File: src/rtl/wb_sdram_bridge_pkg.sv
// Shared definitions for the Wishbone-to-SDRAM bridge: FSM state encoding,
// write-half selectors and the Wishbone byte-select to mask conversion.
package wb_sdram_bridge_pkg;

    typedef enum logic [2:0] {
        ST_IDLE     = 3'd0,
        ST_WR_GET   = 3'd1,
        ST_WR_DATA  = 3'd2,
        ST_WR_DRAIN = 3'd3,
        ST_RD_START = 3'd4,
        ST_RD_GET   = 3'd5,
        ST_RD_DATA  = 3'd6,
        ST_RD_END   = 3'd7
    } bridge_state_e;

    localparam logic [3:0] WB_MASK_INV = 4'hF;
    localparam logic [1:0] WR_HALF0    = 2'b01;
    localparam logic [1:0] WR_HALF1    = 2'b10;
    localparam logic [1:0] WR_BOTH     = 2'b11;
    localparam logic [1:0] WR_NONE     = 2'b00;

    // A set byte-select means "write this byte"; the core wants 1 = masked.
    function automatic logic [3:0] sel_to_mask(input logic [3:0] sel);
        return sel ^ WB_MASK_INV;
    endfunction

endpackage

File: src/rtl/wb_sdram_rd_drain.sv
// Read-side helper of the bridge: owns the read-half activate, the per-half
// word counter and the registered read data / pop strobe.
module wb_sdram_rd_drain
    import wb_sdram_bridge_pkg::*;
#(
    parameter int FIFO_SIZE_W = 24
) (
    input  logic                   clk,
    input  logic                   rst,
    input  bridge_state_e          state_q,
    input  logic                   i_cyc,
    input  logic                   i_stb,
    input  logic                   ack_q,
    input  logic                   sdram_ready,
    input  logic                   of_read_ready,
    input  logic [FIFO_SIZE_W-1:0] of_read_count,
    input  logic [31:0]            of_read_data,
    output logic                   of_read_activate,
    output logic                   of_read_strobe,
    output logic [31:0]            rd_data,
    output logic                   rd_grant,
    output logic                   rd_beat,
    output logic                   rd_empty
);

    localparam logic [FIFO_SIZE_W-1:0] CNT_ZERO = {FIFO_SIZE_W{1'b0}};
    localparam logic [FIFO_SIZE_W-1:0] CNT_ONE  = {{(FIFO_SIZE_W-1){1'b0}}, 1'b1};

    logic                   act_q,    act_d;
    logic                   strobe_q, strobe_d;
    logic [FIFO_SIZE_W-1:0] cnt_q,    cnt_d;
    logic [31:0]            data_q,   data_d;

    assign rd_grant = (state_q == ST_RD_START) && of_read_ready && i_cyc;
    assign rd_beat  = (state_q == ST_RD_DATA) && i_cyc && i_stb && !ack_q
                      && act_q && (cnt_q != CNT_ZERO);
    // An exhausted half is released one clock after its last pop.
    assign rd_empty = (state_q == ST_RD_DATA) && (cnt_q == CNT_ZERO);

    // Next-state logic for activate, counter, read data and pop strobe.
    always_comb begin
        act_d    = act_q;
        strobe_d = 1'b0;
        cnt_d    = cnt_q;
        data_d   = data_q;
        if (!sdram_ready || !i_cyc) begin
            act_d = 1'b0;
        end else begin
            case (state_q)
                ST_RD_START: begin
                    if (rd_grant) begin
                        act_d = 1'b1;
                    end else begin
                        act_d = act_q;
                    end
                end
                ST_RD_GET: begin
                    cnt_d = of_read_count;
                end
                ST_RD_DATA: begin
                    if (rd_empty) begin
                        act_d = 1'b0;
                    end else if (rd_beat) begin
                        strobe_d = 1'b1;
                        data_d   = of_read_data;
                        cnt_d    = cnt_q - CNT_ONE;
                    end else begin
                        strobe_d = 1'b0;
                    end
                end
                default: begin
                    act_d = 1'b0;
                end
            endcase
        end
    end

    // Read-side registers with synchronous reset.
    always_ff @(posedge clk) begin
        if (rst) begin
            act_q    <= 1'b0;
            strobe_q <= 1'b0;
            cnt_q    <= CNT_ZERO;
            data_q   <= 32'h0000_0000;
        end else begin
            act_q    <= act_d;
            strobe_q <= strobe_d;
            cnt_q    <= cnt_d;
            data_q   <= data_d;
        end
    end

    assign of_read_activate = act_q;
    assign of_read_strobe   = strobe_q;
    assign rd_data          = data_q;

endmodule

File: src/rtl/wb_sdram_bridge.sv
// Wishbone slave front end of the SDRAM controller: one bus cycle becomes one
// SDRAM transaction, either a ping-pong write-FIFO burst or a read-FIFO drain.
module wb_sdram_bridge
    import wb_sdram_bridge_pkg::*;
#(
    parameter int ADDR_BITS   = 22,
    parameter int FIFO_SIZE_W = 24
) (
    input  logic                   clk,
    input  logic                   rst,
    input  logic                   i_wbs_cyc,
    input  logic                   i_wbs_stb,
    input  logic                   i_wbs_we,
    input  logic [3:0]             i_wbs_sel,
    input  logic [31:0]            i_wbs_adr,
    input  logic [31:0]            i_wbs_dat,
    output logic [31:0]            o_wbs_dat,
    output logic                   o_wbs_ack,
    output logic                   o_wbs_int,
    output logic                   if_write_strobe,
    output logic [31:0]            if_write_data,
    output logic [3:0]             if_write_mask,
    input  logic [1:0]             if_write_ready,
    output logic [1:0]             if_write_activate,
    input  logic [FIFO_SIZE_W-1:0] if_write_fifo_size,
    input  logic                   if_starved,
    output logic                   of_read_strobe,
    input  logic                   of_read_ready,
    output logic                   of_read_activate,
    input  logic [FIFO_SIZE_W-1:0] of_read_count,
    input  logic [31:0]            of_read_data,
    output logic                   sdram_write_enable,
    output logic                   sdram_read_enable,
    output logic [ADDR_BITS-1:0]   app_address,
    input  logic                   sdram_ready
);

    localparam logic [FIFO_SIZE_W-1:0] CNT_ZERO = {FIFO_SIZE_W{1'b0}};
    localparam logic [FIFO_SIZE_W-1:0] CNT_ONE  = {{(FIFO_SIZE_W-1){1'b0}}, 1'b1};

    bridge_state_e          state_q,     state_d;
    logic                   ack_q,       ack_d;
    logic                   wr_strobe_q, wr_strobe_d;
    logic [31:0]            wr_data_q,   wr_data_d;
    logic [3:0]             wr_mask_q,   wr_mask_d;
    logic [1:0]             wr_act_q,    wr_act_d;
    logic                   wr_en_q,     wr_en_d;
    logic                   rd_en_q,     rd_en_d;
    logic [ADDR_BITS-1:0]   addr_q,      addr_d;
    logic [FIFO_SIZE_W-1:0] wr_cnt_q,    wr_cnt_d;

    logic rd_grant_s;
    logic rd_beat_s;
    logic rd_empty_s;
    logic unused_adr_s;

    assign unused_adr_s = ^i_wbs_adr[31:ADDR_BITS];

    wb_sdram_rd_drain #(
        .FIFO_SIZE_W (FIFO_SIZE_W)
    ) u_rd_drain (
        .clk              (clk),
        .rst              (rst),
        .state_q          (state_q),
        .i_cyc            (i_wbs_cyc),
        .i_stb            (i_wbs_stb),
        .ack_q            (ack_q),
        .sdram_ready      (sdram_ready),
        .of_read_ready    (of_read_ready),
        .of_read_count    (of_read_count),
        .of_read_data     (of_read_data),
        .of_read_activate (of_read_activate),
        .of_read_strobe   (of_read_strobe),
        .rd_data          (o_wbs_dat),
        .rd_grant         (rd_grant_s),
        .rd_beat          (rd_beat_s),
        .rd_empty         (rd_empty_s)
    );

    // Transaction FSM next-state and registered-output computation.
    always_comb begin
        state_d     = state_q;
        ack_d       = 1'b0;
        wr_strobe_d = 1'b0;
        wr_data_d   = wr_data_q;
        wr_mask_d   = wr_mask_q;
        wr_act_d    = wr_act_q;
        wr_en_d     = wr_en_q;
        rd_en_d     = rd_en_q;
        addr_d      = addr_q;
        wr_cnt_d    = wr_cnt_q;
        // Losing the core mid-transaction abandons everything at once.
        if ((state_q != ST_IDLE) && !sdram_ready) begin
            state_d  = ST_IDLE;
            wr_act_d = WR_NONE;
            wr_en_d  = 1'b0;
            rd_en_d  = 1'b0;
        end else begin
            case (state_q)
                ST_IDLE: begin
                    if (i_wbs_cyc && i_wbs_stb && sdram_ready && !ack_q) begin
                        addr_d = i_wbs_adr[ADDR_BITS-1:0];
                        if (i_wbs_we) begin
                            state_d = ST_WR_GET;
                            wr_en_d = 1'b1;
                        end else begin
                            state_d = ST_RD_START;
                            rd_en_d = 1'b1;
                        end
                    end else begin
                        state_d = ST_IDLE;
                    end
                end
                ST_WR_GET: begin
                    if (!i_wbs_cyc) begin
                        state_d = ST_WR_DRAIN;
                    end else if ((if_write_ready != WR_NONE) && (wr_act_q == WR_NONE)) begin
                        wr_act_d = if_write_ready[0] ? WR_HALF0 : WR_HALF1;
                        wr_cnt_d = CNT_ZERO;
                        state_d  = ST_WR_DATA;
                    end else begin
                        state_d = ST_WR_GET;
                    end
                end
                ST_WR_DATA: begin
                    // Release the half one clock after its final push.
                    if (wr_cnt_q >= if_write_fifo_size) begin
                        wr_act_d = WR_NONE;
                        state_d  = i_wbs_cyc ? ST_WR_GET : ST_WR_DRAIN;
                    end else if (!i_wbs_cyc) begin
                        wr_act_d = WR_NONE;
                        state_d  = ST_WR_DRAIN;
                    end else if (i_wbs_stb && !ack_q) begin
                        wr_strobe_d = 1'b1;
                        wr_data_d   = i_wbs_dat;
                        wr_mask_d   = sel_to_mask(i_wbs_sel);
                        ack_d       = 1'b1;
                        wr_cnt_d    = wr_cnt_q + CNT_ONE;
                    end else begin
                        state_d = ST_WR_DATA;
                    end
                end
                ST_WR_DRAIN: begin
                    if ((if_write_ready == WR_BOTH) && if_starved) begin
                        wr_en_d = 1'b0;
                        state_d = ST_IDLE;
                    end else begin
                        state_d = ST_WR_DRAIN;
                    end
                end
                ST_RD_START: begin
                    if (!i_wbs_cyc) begin
                        state_d = ST_RD_END;
                        rd_en_d = 1'b0;
                    end else if (rd_grant_s) begin
                        state_d = ST_RD_GET;
                    end else begin
                        state_d = ST_RD_START;
                    end
                end
                ST_RD_GET: begin
                    if (!i_wbs_cyc) begin
                        state_d = ST_RD_END;
                        rd_en_d = 1'b0;
                    end else begin
                        state_d = ST_RD_DATA;
                    end
                end
                ST_RD_DATA: begin
                    if (!i_wbs_cyc) begin
                        state_d = ST_RD_END;
                        rd_en_d = 1'b0;
                    end else if (rd_empty_s) begin
                        state_d = ST_RD_START;
                    end else if (rd_beat_s) begin
                        ack_d = 1'b1;
                    end else begin
                        state_d = ST_RD_DATA;
                    end
                end
                ST_RD_END: begin
                    state_d = ST_IDLE;
                    rd_en_d = 1'b0;
                end
                default: begin
                    state_d  = ST_IDLE;
                    wr_act_d = WR_NONE;
                    wr_en_d  = 1'b0;
                    rd_en_d  = 1'b0;
                end
            endcase
        end
    end

    // Transaction FSM state and output registers with synchronous reset.
    always_ff @(posedge clk) begin
        if (rst) begin
            state_q     <= ST_IDLE;
            ack_q       <= 1'b0;
            wr_strobe_q <= 1'b0;
            wr_data_q   <= 32'h0000_0000;
            wr_mask_q   <= 4'h0;
            wr_act_q    <= WR_NONE;
            wr_en_q     <= 1'b0;
            rd_en_q     <= 1'b0;
            addr_q      <= {ADDR_BITS{1'b0}};
            wr_cnt_q    <= CNT_ZERO;
        end else begin
            state_q     <= state_d;
            ack_q       <= ack_d;
            wr_strobe_q <= wr_strobe_d;
            wr_data_q   <= wr_data_d;
            wr_mask_q   <= wr_mask_d;
            wr_act_q    <= wr_act_d;
            wr_en_q     <= wr_en_d;
            rd_en_q     <= rd_en_d;
            addr_q      <= addr_d;
            wr_cnt_q    <= wr_cnt_d;
        end
    end

    assign o_wbs_ack          = ack_q;
    assign o_wbs_int          = 1'b0;
    assign if_write_strobe    = wr_strobe_q;
    assign if_write_data      = wr_data_q;
    assign if_write_mask      = wr_mask_q;
    assign if_write_activate  = wr_act_q;
    assign sdram_write_enable = wr_en_q;
    assign sdram_read_enable  = rd_en_q;
    assign app_address        = addr_q;

endmodule
File: config.mk
export PLATFORM = sky130hd
export DESIGN_NAME = wb_sdram_bridge
export DESIGN_NICKNAME = d
export VERILOG_FILES = /design/src/rtl/wb_sdram_bridge_pkg.sv /design/src/rtl/wb_sdram_rd_drain.sv /design/src/rtl/wb_sdram_bridge.sv
export SDC_FILE = /design/constraint.sdc
export NUM_CORES = 1
export LEC_CHECK = 0
export ABC_AREA = 1
export BUFFER_PORTS_ARGS = -buffer_cell sky130_fd_sc_hd__buf_2
export CORE_ASPECT_RATIO = 1.1
export CORE_MARGIN = 1.5
export CORE_UTILIZATION = 45
export CTS_BUF_LIST = sky130_fd_sc_hd__clkbuf_4 sky130_fd_sc_hd__clkbuf_8 sky130_fd_sc_hd__clkbuf_16
export CTS_CLUSTER_DIAMETER = 100
export DETAILED_ROUTE_END_ITERATION = 8
export HOLD_SLACK_MARGIN = 0.15
export PLACE_DENSITY = 0.77
export SLEW_MARGIN = 20
export SYNTH_ARGS = -nofsm -noshare
export SYNTH_HDL_FRONTEND = slang
export SYNTH_SLANG_ARGS = --single-unit
File: constraint.sdc
create_clock -name clk -period 5.4 [get_ports clk]
set_clock_uncertainty 0.05 [all_clocks]
set_input_delay 0.54 -clock clk [delete_from_list [all_inputs] [get_ports clk]]
set_output_delay 0.54 -clock clk [all_outputs]
set_load 0.01 [all_outputs]
==> summary.txt, run 1 <==
CTS
  • Clock sinks: 149
  • H-Tree Depth: 4
  • Post-CTS Setup Inserts: 0
  • Clock Tree Buf Depth: 2
  • Clock Latency Late Sink: 430 ps
  • Clock edge transition at the registers on the reported setup and hold paths: 70 ps
  • Hold_buf cts: 0
  • CTS tree: built
  • Post-CTS Resized: 0
  • CTS root buf: clkbuf_16
  • CTS buffer count: 17

Synth
  • FF+latch count, synth: 149
  • Syn nets: 1,351
  • Commonest register cell after synthesis: dfxtp_1
  • Largest cells by area after synthesis: dfxtp_1 39%, nor2_1 13%, nand2_1 10%
  • Synth cell types: 42
  • Cells after Synth: 1,167
  • Post-synth EDFFs: 0
  • Synth cell count leaders: 259 x nor2_1, 212 x nand2_1, 149 x dfxtp_1
  • Ys Warns: 0
  • Post-synth top area cell: dfxtp_1
  • Synth Cell Area: 7750 sq um
  • Top-count cell post-synth: nor2_1
  • Top cell type's share of synthesized area: 38.5%
  • Post-synthesis average cell area: 6.64 sq um
  • Sequential area share after synthesis: 38.5%
  • Asr flop ratio synth: 0%

Final layout
  • Area Overhead vs Synth: 24.5%
  • Number of fill cells: 1,676
  • Final nets: 1,570
  • Design Area, Final: 9650 sq um
  • Layout cells sized above 1: 22.3%

Route
  • ANT nets after route: 0
  • WL/cell: 13.1 microns
  • WL final: 21,400 microns
  • Via Count: 7,988
  • 1st-iter DRT viols: 403
  • DR pass1 iterations: 5
  • DRC viols: 0
  • Vias per cell: 4.89

Die
  • Site Rows: 50
  • DIE AREA: 18,000 sq um
  • Die X: 128 microns
  • DIE HEIGHT: 141 microns
  • Core Area: 17,000 sq um
  • Starting Density: 45.7%
  • # IOs: 257

Min path
  • Worst Hold Class: in2reg
  • WHS Path Cells: 3

Placement
  • Post-DP Area: 9060 sq um
  • PortBufs: 245
  • Post-DP HPWL: 15,300 microns
  • GP Congestion: 0.902

Timing
  • Final min period: 3060 ps
  • Final Slew Violations: 0
  • RSZ-0062 raised after global routing: no
  • Ratio of final minimum period to clock period: 56.7%
  • Setup violations, final: 0
  • Post-Route Setup TNS: 0 ps
  • Worst-margin pin slew: 805 ps
  • Final Hold Fails: 0
  • Max-slew headroom: 46.2%
  • Achievable frequency: 327 MHz

Critical path
  • Reg2reg start: wr_cnt_q[15]$_SDFFE_PP0P_
  • Reg2Reg Depth: 10
  • Crit path launch type: flip-flop
  • Critical Path Sink: if_write_data[11]$_SDFFE_PP0P_
  • Worst Setup SP: wr_cnt_q[15]$_SDFFE_PP0P_
  • Max FO, Critical Path: 37
  • Critical path capture point type: flip-flop
  • Crit path required time: 5670 ps
  • R2R setup slack: 2340 ps
  • Reg2Reg Capture Point: if_write_data[11]$_SDFFE_PP0P_
  • Critical path class: reg2reg
  • Critical path arrival: 3330 ps

Global routing
  • Largest net degree at the start of global routing: 55
  • First-pass GRT wire length: 34,900 microns
  • Gr usage total: 23.9%
  • Top Usage Layer GRT: met2
  • Initial antenna violation count: 3
  • Grt total ovfl: 0
  • Vias in the first global route: 7,501
  • GR Util met3: 6.38%
  • Met2 usage: 40.7%
  • Grt met1 use: 28.3%

Pwr
  • Pleak: 4.80 nW
  • Max IR drop VDD: 0.244 mV
  • Total power: 0.00296 W
  • Pwr per Cell Area: 306 nW/um^2

Status
  • Status: finished clean

Job
  • Max_cap viols: 0
==> registers in the layout, summed over array words and instances, names as in the netlist <==
signal                       cells
sdram_write_enable               1
wr_cnt_q                        24
if_write_data                   32
u_rd_drain.of_read_strobe        1
sdram_read_enable                1
u_rd_drain.rd_data              32
if_write_mask                    4
u_rd_drain.of_read_activate      1
u_rd_drain.cnt_q                24
app_address                     22
o_wbs_ack                        1
if_write_strobe                  1
if_write_activate                2
state_q                          3
==> logic make-up after synthesis <==
logic type,after synthesis,synth area share [%]
adder cells (fa/ha/maj),26,4.20
AO/OA/AOI/OAI,212,14.2
XOR/XNOR,15,1.70
other,1,0.0484
multiplexers,1,0.129
buffers and inverters,175,9.21
AND/OR/NAND/NOR,588,32.0
flip-flops,149,38.5
==> how the worst min path moves through the flow <==
stage / start / end / slack [ps]
2_1_floorplan: u_rd_drain.cnt_q[21]$_SDFFE_PP0P_ / u_rd_drain.cnt_q[21]$_SDFFE_PP0P_ / 390
3_3_place_gp: app_address[1]$_SDFFE_PP0P_ / app_address[1]$_SDFFE_PP0P_ / 380
6_report: i_wbs_dat[5] / if_write_data[5]$_SDFFE_PP0P_ / 280
4_1_cts: i_wbs_dat[5] / if_write_data[5]$_SDFFE_PP0P_ / 270
3_5_place_dp: app_address[14]$_SDFFE_PP0P_ / app_address[14]$_SDFFE_PP0P_ / 380
5_1_grt: i_wbs_dat[23] / if_write_data[23]$_SDFFE_PP0P_ / 270
==> metal layers <==
metal	routed length, microns	up-vias
li1	-	4184
met1	9490	3536
met2	10100	224
met3	1160	42
met4	595	2
met5	8	-
==> metrics by stage <==
| stage | cells | util (%) | hold slack (ps) | setup slack [ps] |
|---|---|---|---|---|
| floorplan | 1167 | - | 394 | 3160 |
| global placement | 1601 | 53.4 | 379 | 2130 |
| detailed placement | 1601 | 53.4 | 383 | 2070 |
| CTS | 1633 | 56.9 | 268 | 2330 |
| global route | 1634 | 56.9 | 271 | 2090 |
| finish | 1635 | 56.9 | 279 | 2340 |
==> layout make-up <==
| cell class | instances | area [sq um] | share of cell area [%] |
|---|---|---|---|
| Multi-Input combinational cell | 843 | 4050 | 42.0 |
| Sequential cell | 149 | 2980 | 30.9 |
| Timing Repair Buffer | 249 | 1260 | 13.0 |
| Tap cell | 234 | 293 | 3.04 |
| Clock buffer | 17 | 425 | 4.41 |
| Antenna cell | 2 | 5.00 | 0.0519 |
| Clock inverter | 15 | 160 | 1.66 |
| Inverter | 126 | 473 | 4.90 |
==> critical path, cell delays in order, from the launching register on <==
cell and delay [ps]:
dfxtp_1 440, ha_1 280, a21o_1 160, nor2_1 100
nand2_1 100, a21oi_1 350, nand3_4 180, nor2_8 510
inv_2 460, nor2_1 230, nor2_1 60
==> report_power, final <==
part	switching (W)	internal (W)	total (W)	leakage, nW
Sequential	0.0000445	0.00116	0.00121	1.20
Clock	0.000527	0.000655	0.00118	0.276
Combinational	0.000381	0.000185	0.000566	3.32
Total	0.000952	0.00200	0.00296	4.80
==> cell usage in the layout (no fill, tap or decap), drive strengths merged <==
cell type / synthesis / routed
a41oi: 1 / 1
ha: 26 / 26
nand3: 58 / 58
nor2: 267 / 267
a2bb2oi: 1 / 1
nand3b: 1 / 1
a211oi: 1 / 1
a31oi: 3 / 3
nand4: 19 / 19
nor3b: 2 / 2
nand2: 217 / 217
or2: 3 / 3
mux2i: 1 / 1
a21o: 2 / 2
clkinvlp: 0 / 4
clkinv: 0 / 2
diode: 0 / 2
clkbuf: 22 / 17
xor2: 11 / 11
nor3: 20 / 20
o22ai: 3 / 3
a21oi: 79 / 79
conb: 1 / 1
inv: 126 / 134
bufinv: 0 / 1
o21ai: 115 / 115
dfxtp: 149 / 149
and2: 1 / 1
buf: 27 / 249
o2111ai: 1 / 1
xnor2: 4 / 4
o31ai: 3 / 3
o21bai: 2 / 2
o211ai: 1 / 1
(Power assumes the default switching activity.)
==> run 2: changes to the inputs <==
--- a/config.mk
+++ b/config.mk
@@ -5,7 +5,7 @@
 export SDC_FILE = /design/constraint.sdc
 export NUM_CORES = 1
 export LEC_CHECK = 0
-export ABC_AREA = 1
+export ABC_AREA = 0
 export BUFFER_PORTS_ARGS = -buffer_cell sky130_fd_sc_hd__buf_2
 export CORE_ASPECT_RATIO = 1.1
 export CORE_MARGIN = 1.5
@@ -14,7 +14,7 @@
 export CTS_CLUSTER_DIAMETER = 100
 export DETAILED_ROUTE_END_ITERATION = 8
 export HOLD_SLACK_MARGIN = 0.15
-export PLACE_DENSITY = 0.77
+export PLACE_DENSITY = 0.79
 export SLEW_MARGIN = 20
 export SYNTH_ARGS = -nofsm -noshare
 export SYNTH_HDL_FRONTEND = slang
==> constraint.sdc (replaced) <==
create_clock -name clk -period 3 [get_ports clk]
set_clock_uncertainty 0.05 [all_clocks]
set_input_delay 0.3 -clock clk [delete_from_list [all_inputs] [get_ports clk]]
set_output_delay 0.3 -clock clk [all_outputs]
set_load 0.01 [all_outputs]
==> summary.txt, run 2 <==
Status
  • Status: finished clean

Final layout
  • Sequential cell area: 2980 sq um
  • Area Overhead vs Synth: 40.1%
  • Design Area, Final: 9920 sq um
  • Multi-input logic area: 3730 sq um
  • Layout cells sized above 1: 26.6%
  • Most common cell after layout, fill and taps aside: buf_2
  • Most frequent cells in the layout: 244 x buf_2, 169 x nand2_1, 149 x dfxtp_1
  • Number of fill cells: 1,233
  • Final nets: 1,376
  • Final Util: 65.1%

Timing
  • Achievable frequency: 372 MHz
  • Final Slew Violations: 0
  • Final min period: 2690 ps
  • Worst-margin pin slew: 845 ps
  • RSZ-0062 raised after global routing: no
  • Setup violations, final: 0
  • Post-Route Setup TNS: 0 ps
  • Ratio of final minimum period to clock period: 89.6%
  • Max-slew headroom: 43.6%
  • Final Hold Fails: 0

Synth
  • Synth cell count leaders: 169 x nand2_1, 149 x dfxtp_1, 97 x a21oi_1
  • Synth cell types: 69
  • Cells after Synth: 875
  • Post-synthesis average cell area: 8.09 sq um
  • Commonest register cell after synthesis: dfxtp_1
  • Asr flop ratio synth: 0%
  • Ys Warns: 0
  • Top cell type's share of synthesized area: 42.1%
  • Sequential area share after synthesis: 42.1%
  • Largest cells by area after synthesis: dfxtp_1 42%, nand2_1 9.0%, a21oi_1 6.9%
  • Top-count cell post-synth: nand2_1
  • Post-synth EDFFs: 0
  • Syn nets: 1,059
  • Synth Cell Area: 7080 sq um
  • Post-synth top area cell: dfxtp_1
  • FF+latch count, synth: 149

Min path
  • Worst Hold Class: in2reg

Critical path
  • Critical path arrival: 2920 ps
  • Max FO, Critical Path: 38
  • Critical path class: reg2reg
  • Crit path launch type: flip-flop
  • Critical path capture point type: flip-flop
  • Crit path required time: 3230 ps

CTS
  • Post-CTS Resized: 0
  • Clock Latency Late Sink: 420 ps
  • Clock Tree Buf Depth: 2
  • CTS buffer count: 17
  • Hold_buf cts: 93
  • Clock edge transition at the registers on the reported setup and hold paths: 60 ps
  • CTS tree: built
  • H-Tree Depth: 4
  • Clock sinks: 149
  • Post-CTS Setup Inserts: 0
  • CTS root buf: clkbuf_16

Global routing
  • Gr usage total: 25.3%
  • Initial antenna violation count: 1
  • Grt met1 use: 29.8%
  • Largest net degree at the start of global routing: 75
  • GR Util met3: 5.74%
  • Met2 usage: 43.5%
  • Top Usage Layer GRT: met2
  • First-pass GRT wire length: 33,400 microns
  • Vias in the first global route: 7,230
  • Grt total ovfl: 0

Pwr
  • Switching power: 0.00129 W
  • Pleak: 4.27 nW
  • Switching Share: 27.0%
  • Seq pwr share: 43.8%
  • Combinational share of power: 14.7%
  • Pwr per Cell Area: 481 nW/um^2
  • Clk pwr share: 41.4%
  • Max IR drop VDD: 0.350 mV
  • Total power: 0.00477 W
  • Internal power: 0.00348 W

Die
  • DIE HEIGHT: 135 microns
  • Core Area: 15,200 sq um
  • Starting Density: 46.5%
  • DIE AREA: 16,500 sq um
  • Die X: 123 microns
  • # IOs: 257
  • Site Rows: 47

Placement
  • PortBufs: 245
  • Post-DP HPWL: 13,300 microns
  • Post-DP Area: 8430 sq um
  • GP Congestion: 0.830

Route
  • 1st-iter DRT viols: 418
  • WL/cell: 15.0 microns
  • DRC viols: 0
  • Via Count: 7,420
  • DR pass1 iterations: 4
  • WL final: 21,000 microns
  • Vias per cell: 5.28
  • ANT nets after route: 0

Job
  • Max_cap viols: 0
-- run 2: cell count changes after synthesis, sizes merged, moves of 14 or more --
cell	before	now
nor4	0	18
inv	126	34
o21ai	115	44
a21oi	79	97
nand4	19	5
mux2i	1	33
clkbuf	22	36
nand3	58	13
nand2	217	169
nor2	267	96
-- run 2: path summary, 6_finish.rpt --
| kind | start | to | slack [ps] | depth (start not counted) |
|---|---|---|---|---|
| max | wr_cnt_q[2]$_SDFFE_PP0P_ | if_write_data[14]$_SDFFE_PP0P_ | 310 | 9 |
| min | of_read_count[20] | u_rd_drain.cnt_q[20]$_SDFFE_PP0P_ | 160 | 5 |
| max reg2reg | wr_cnt_q[2]$_SDFFE_PP0P_ | if_write_data[14]$_SDFFE_PP0P_ | 310 | 9 |
| min reg2reg | app_address[6]$_SDFFE_PP0P_ | app_address[6]$_SDFFE_PP0P_ | 400 | 2 |
-- run 2: kinds of logic after synthesis --
group / share of synthesized area (%)
and+or+nand+nor: 24.3
AOI/OAI and AO/OA: 17.2
DFF: 42.1
buffers and inverters: 5.30
muxes: 4.67
adders and majority gates: 4.60
xor gates and xnor gates: 1.73
other: 0.0530
-- run 2: worst max-delay path, cell delays in order, from the launching register on --
cell and delay, ps:
dfxtp_1 410, ha_1 270, a211oi_1 230, o21ai_1 100, a21oi_1 280, o2111ai_2 180, nor2_4 300, buf_12 290
mux2i_1 320, nor2_1 70
-- run 2: stage by stage --
step           hold slack (ps)  setup WS, ps  instances
5_1_grt                    186          19.0       1402
6_report                   160           311       1404
3_5_place_dp               394           328       1276
4_1_cts                    151           331       1401
2_1_floorplan              338           697        875
3_3_place_gp               388           398       1276
-- run 2: routing by layer --
metal	share of wire [%]	wire length (microns)
met2	50	10500
met1	41	8510
met5	0	0
met4	3.9	809
met3	5.7	1210
-- run 2: cell type report --
type | count | share of cell area [%]
Antenna cell | 3 | 0.0757
Clock buffer | 20 | 4.58
Clock inverter | 12 | 0.971
Inverter | 34 | 1.29
Multi-Input combinational cell | 638 | 37.6
Sequential cell | 149 | 30.1
Tap cell | 196 | 2.47
Timing Repair Buffer | 352 | 23.0
-- run 2: power by group through the flow --
stage	logic, W	registers [W]	clock network, W
6_report	0.000703	0.00209	0.00198
4_1_cts	0.000689	0.00209	0.00202
5_1_grt	0.000780	0.00210	0.00210
3_3_place_gp	0.000581	0.00213	0
2_1_floorplan	0.000354	0.00214	0
3_5_place_dp	0.000590	0.00213	0
==> run 3: changes to the inputs <==
--- a/config.mk
+++ b/config.mk
@@ -15,6 +15,7 @@
 export DETAILED_ROUTE_END_ITERATION = 8
 export HOLD_SLACK_MARGIN = 0.15
 export PLACE_DENSITY = 0.79
+export REMOVE_ABC_BUFFERS = 1
 export SLEW_MARGIN = 20
 export SYNTH_ARGS = -nofsm -noshare
 export SYNTH_HDL_FRONTEND = slang
==> summary.txt, run 3 (synthesis gave the netlist of run 2 again) <==
Die
  • Starting Density: 46.5%
  • Core Area: 15,200 sq um
  • Die X: 123 microns
  • Site Rows: 47
  • DIE HEIGHT: 135 microns
  • # IOs: 257
  • DIE AREA: 16,500 sq um

Placement
  • Post-DP HPWL: 13,200 microns
  • PortBufs: 245
  • GP Congestion: 0.825

Final layout
  • Layout cells sized above 1: 26.6%
  • Most frequent cells in the layout: 244 x buf_2, 169 x nand2_1, 149 x dfxtp_1
  • Final nets: 1,376
  • Final Util: 65.6%
  • Sequential cell area: 2980 sq um
  • Area Overhead vs Synth: 41.1%
  • Multi-input logic area: 3730 sq um
  • Most common cell after layout, fill and taps aside: buf_2
  • Number of fill cells: 1,226

Route
  • DRC viols: 0
  • ANT nets after route: 0
  • WL/cell: 15.1 microns
  • Top Layer Used: met4
  • DR pass1 iterations: 5
  • Vias per cell: 5.28
  • Via Count: 7,411
  • Met3 WL: 1530 microns
  • 1st-iter DRT viols: 360
  • Metal-1 WL: 8410 microns
  • Met2 WL: 10,400 microns
  • WL final: 21,200 microns

CTS
  • Clock edge transition at the registers on the reported setup and hold paths: 60 ps
  • Clock Tree Buf Depth: 2
  • Clock Latency Late Sink: 430 ps
  • Post-CTS Setup Inserts: 0
  • CTS tree: built
  • CTS root buf: clkbuf_16
  • H-Tree Depth: 4
  • CTS buffer count: 17
  • Clock sinks: 149

Timing
  • Ratio of final minimum period to clock period: 89.9%
  • Setup violations, final: 0
  • Achievable frequency: 371 MHz
  • Final Hold Fails: 0
  • Max-slew headroom: 47.2%
  • Final min period: 2700 ps
  • Worst-margin pin slew: 792 ps
  • RSZ-0062 raised after global routing: no
  • Final Slew Violations: 0
  • Hold WS: 163 ps

Critical path
  • CP top delay family: compound AO/OA/AOI/OAI gates
  • Crit path required time: 3310 ps
  • Critical path arrival: 3000 ps
  • Crit path launch type: flip-flop
  • Critical path class: reg2reg
  • CP cell instances: ha_1 > a211oi_1 > o21ai_1 > a21oi_1 > o21ai_1 > o31a_1 > or3_1 > a21oi_1
  • Critical path capture point type: flip-flop
  • CP peak stage delay: 490 ps
  • Slowest-stage cell, CP: o31a_1
  • Max FO, Critical Path: 15
  • Crit path buf inv count: 0

Pwr
  • Max IR drop VDD: 0.385 mV
  • Pleak: 4.30 nW
  • Pwr per Cell Area: 500 nW/um^2

Global routing
  • Grt total ovfl: 0
  • First-pass GRT wire length: 34,000 microns
  • Vias in the first global route: 7,171
  • Initial antenna violation count: 1
  • Largest net degree at the start of global routing: 80
  • Gr usage total: 25.8%

Job
  • Max_cap viols: 0

Status
  • Status: finished clean

Min path
  • Worst Hold Class: in2reg
-- run 3: area by class of cell --
class,count,area share (%)
sequential,149,29.9
tap,196,2.46
clock buffer,20,4.67
timing repair buffer,352,22.9
clock inverter,12,1.45
antenna,2,0.0501
inverter,34,1.28
multi-input combinational,638,37.3
-- run 3: layer usage --
| metal | vias up | GRT usage, % |
|---|---|---|
| li1 | 3655 | - |
| met1 | 3405 | 29.0 |
| met2 | 291 | 44.8 |
| met3 | 60 | 7.18 |
| met4 | 0 | 12.6 |
| met5 | - | 0 |
-- run 3: stage by stage --
| step | power [W] | cells | area [sq um] | TNS (ps) | setup WS [ps] |
|---|---|---|---|---|---|
| CTS | 0.00501 | 1401 | 9980 | 0 | 334 |
| global route | 0.00520 | 1402 | 9990 | 0 | 39.6 |
| detailed placement | 0.00273 | 1276 | 8440 | 0 | 342 |
| floorplan | 0.00245 | 821 | 6830 | -7380 | -470 |
| global placement | 0.00272 | 1276 | 8440 | 0 | 413 |
| finish | 0.00500 | 1403 | 9990 | 0 | 304 |
-- run 3: worst paths after layout --
check	startpoint	end	slack, ps	depth (start not counted)
worst min register to register	u_rd_drain.rd_data[20]$_SDFFE_PP0P_	u_rd_drain.rd_data[20]$_SDFFE_PP0P_	400	2
worst max register to register	wr_cnt_q[2]$_SDFFE_PP0P_	wr_cnt_q[10]$_SDFFE_PP0P_	300	8
worst max-delay path	wr_cnt_q[2]$_SDFFE_PP0P_	wr_cnt_q[10]$_SDFFE_PP0P_	300	8
worst min-delay path	of_read_count[4]	u_rd_drain.cnt_q[4]$_SDFFE_PP0P_	160	5
-- run 3: tightest hold or removal path: stages --
cell and delay (ps):
buf_2 100, nand2_1 50, nand2_1 40, nand2_1 50, a21oi_1 60
-- run 3: what timing repair did --
item                                   in CTS  in global routing
endpoints found under the hold margin      95                  0
gates resized for setup                     0                  0
hold buffers                               93                  0
-- run 3: power breakdown --
group | total (W) | internal, W | switching, W
clock | 0.00220 | 0.00131 | 0.000891
combinational | 0.000725 | 0.000340 | 0.000385
sequential | 0.00208 | 0.00204 | 0.0000397
total | 0.00500 | 0.00368 | 0.00132
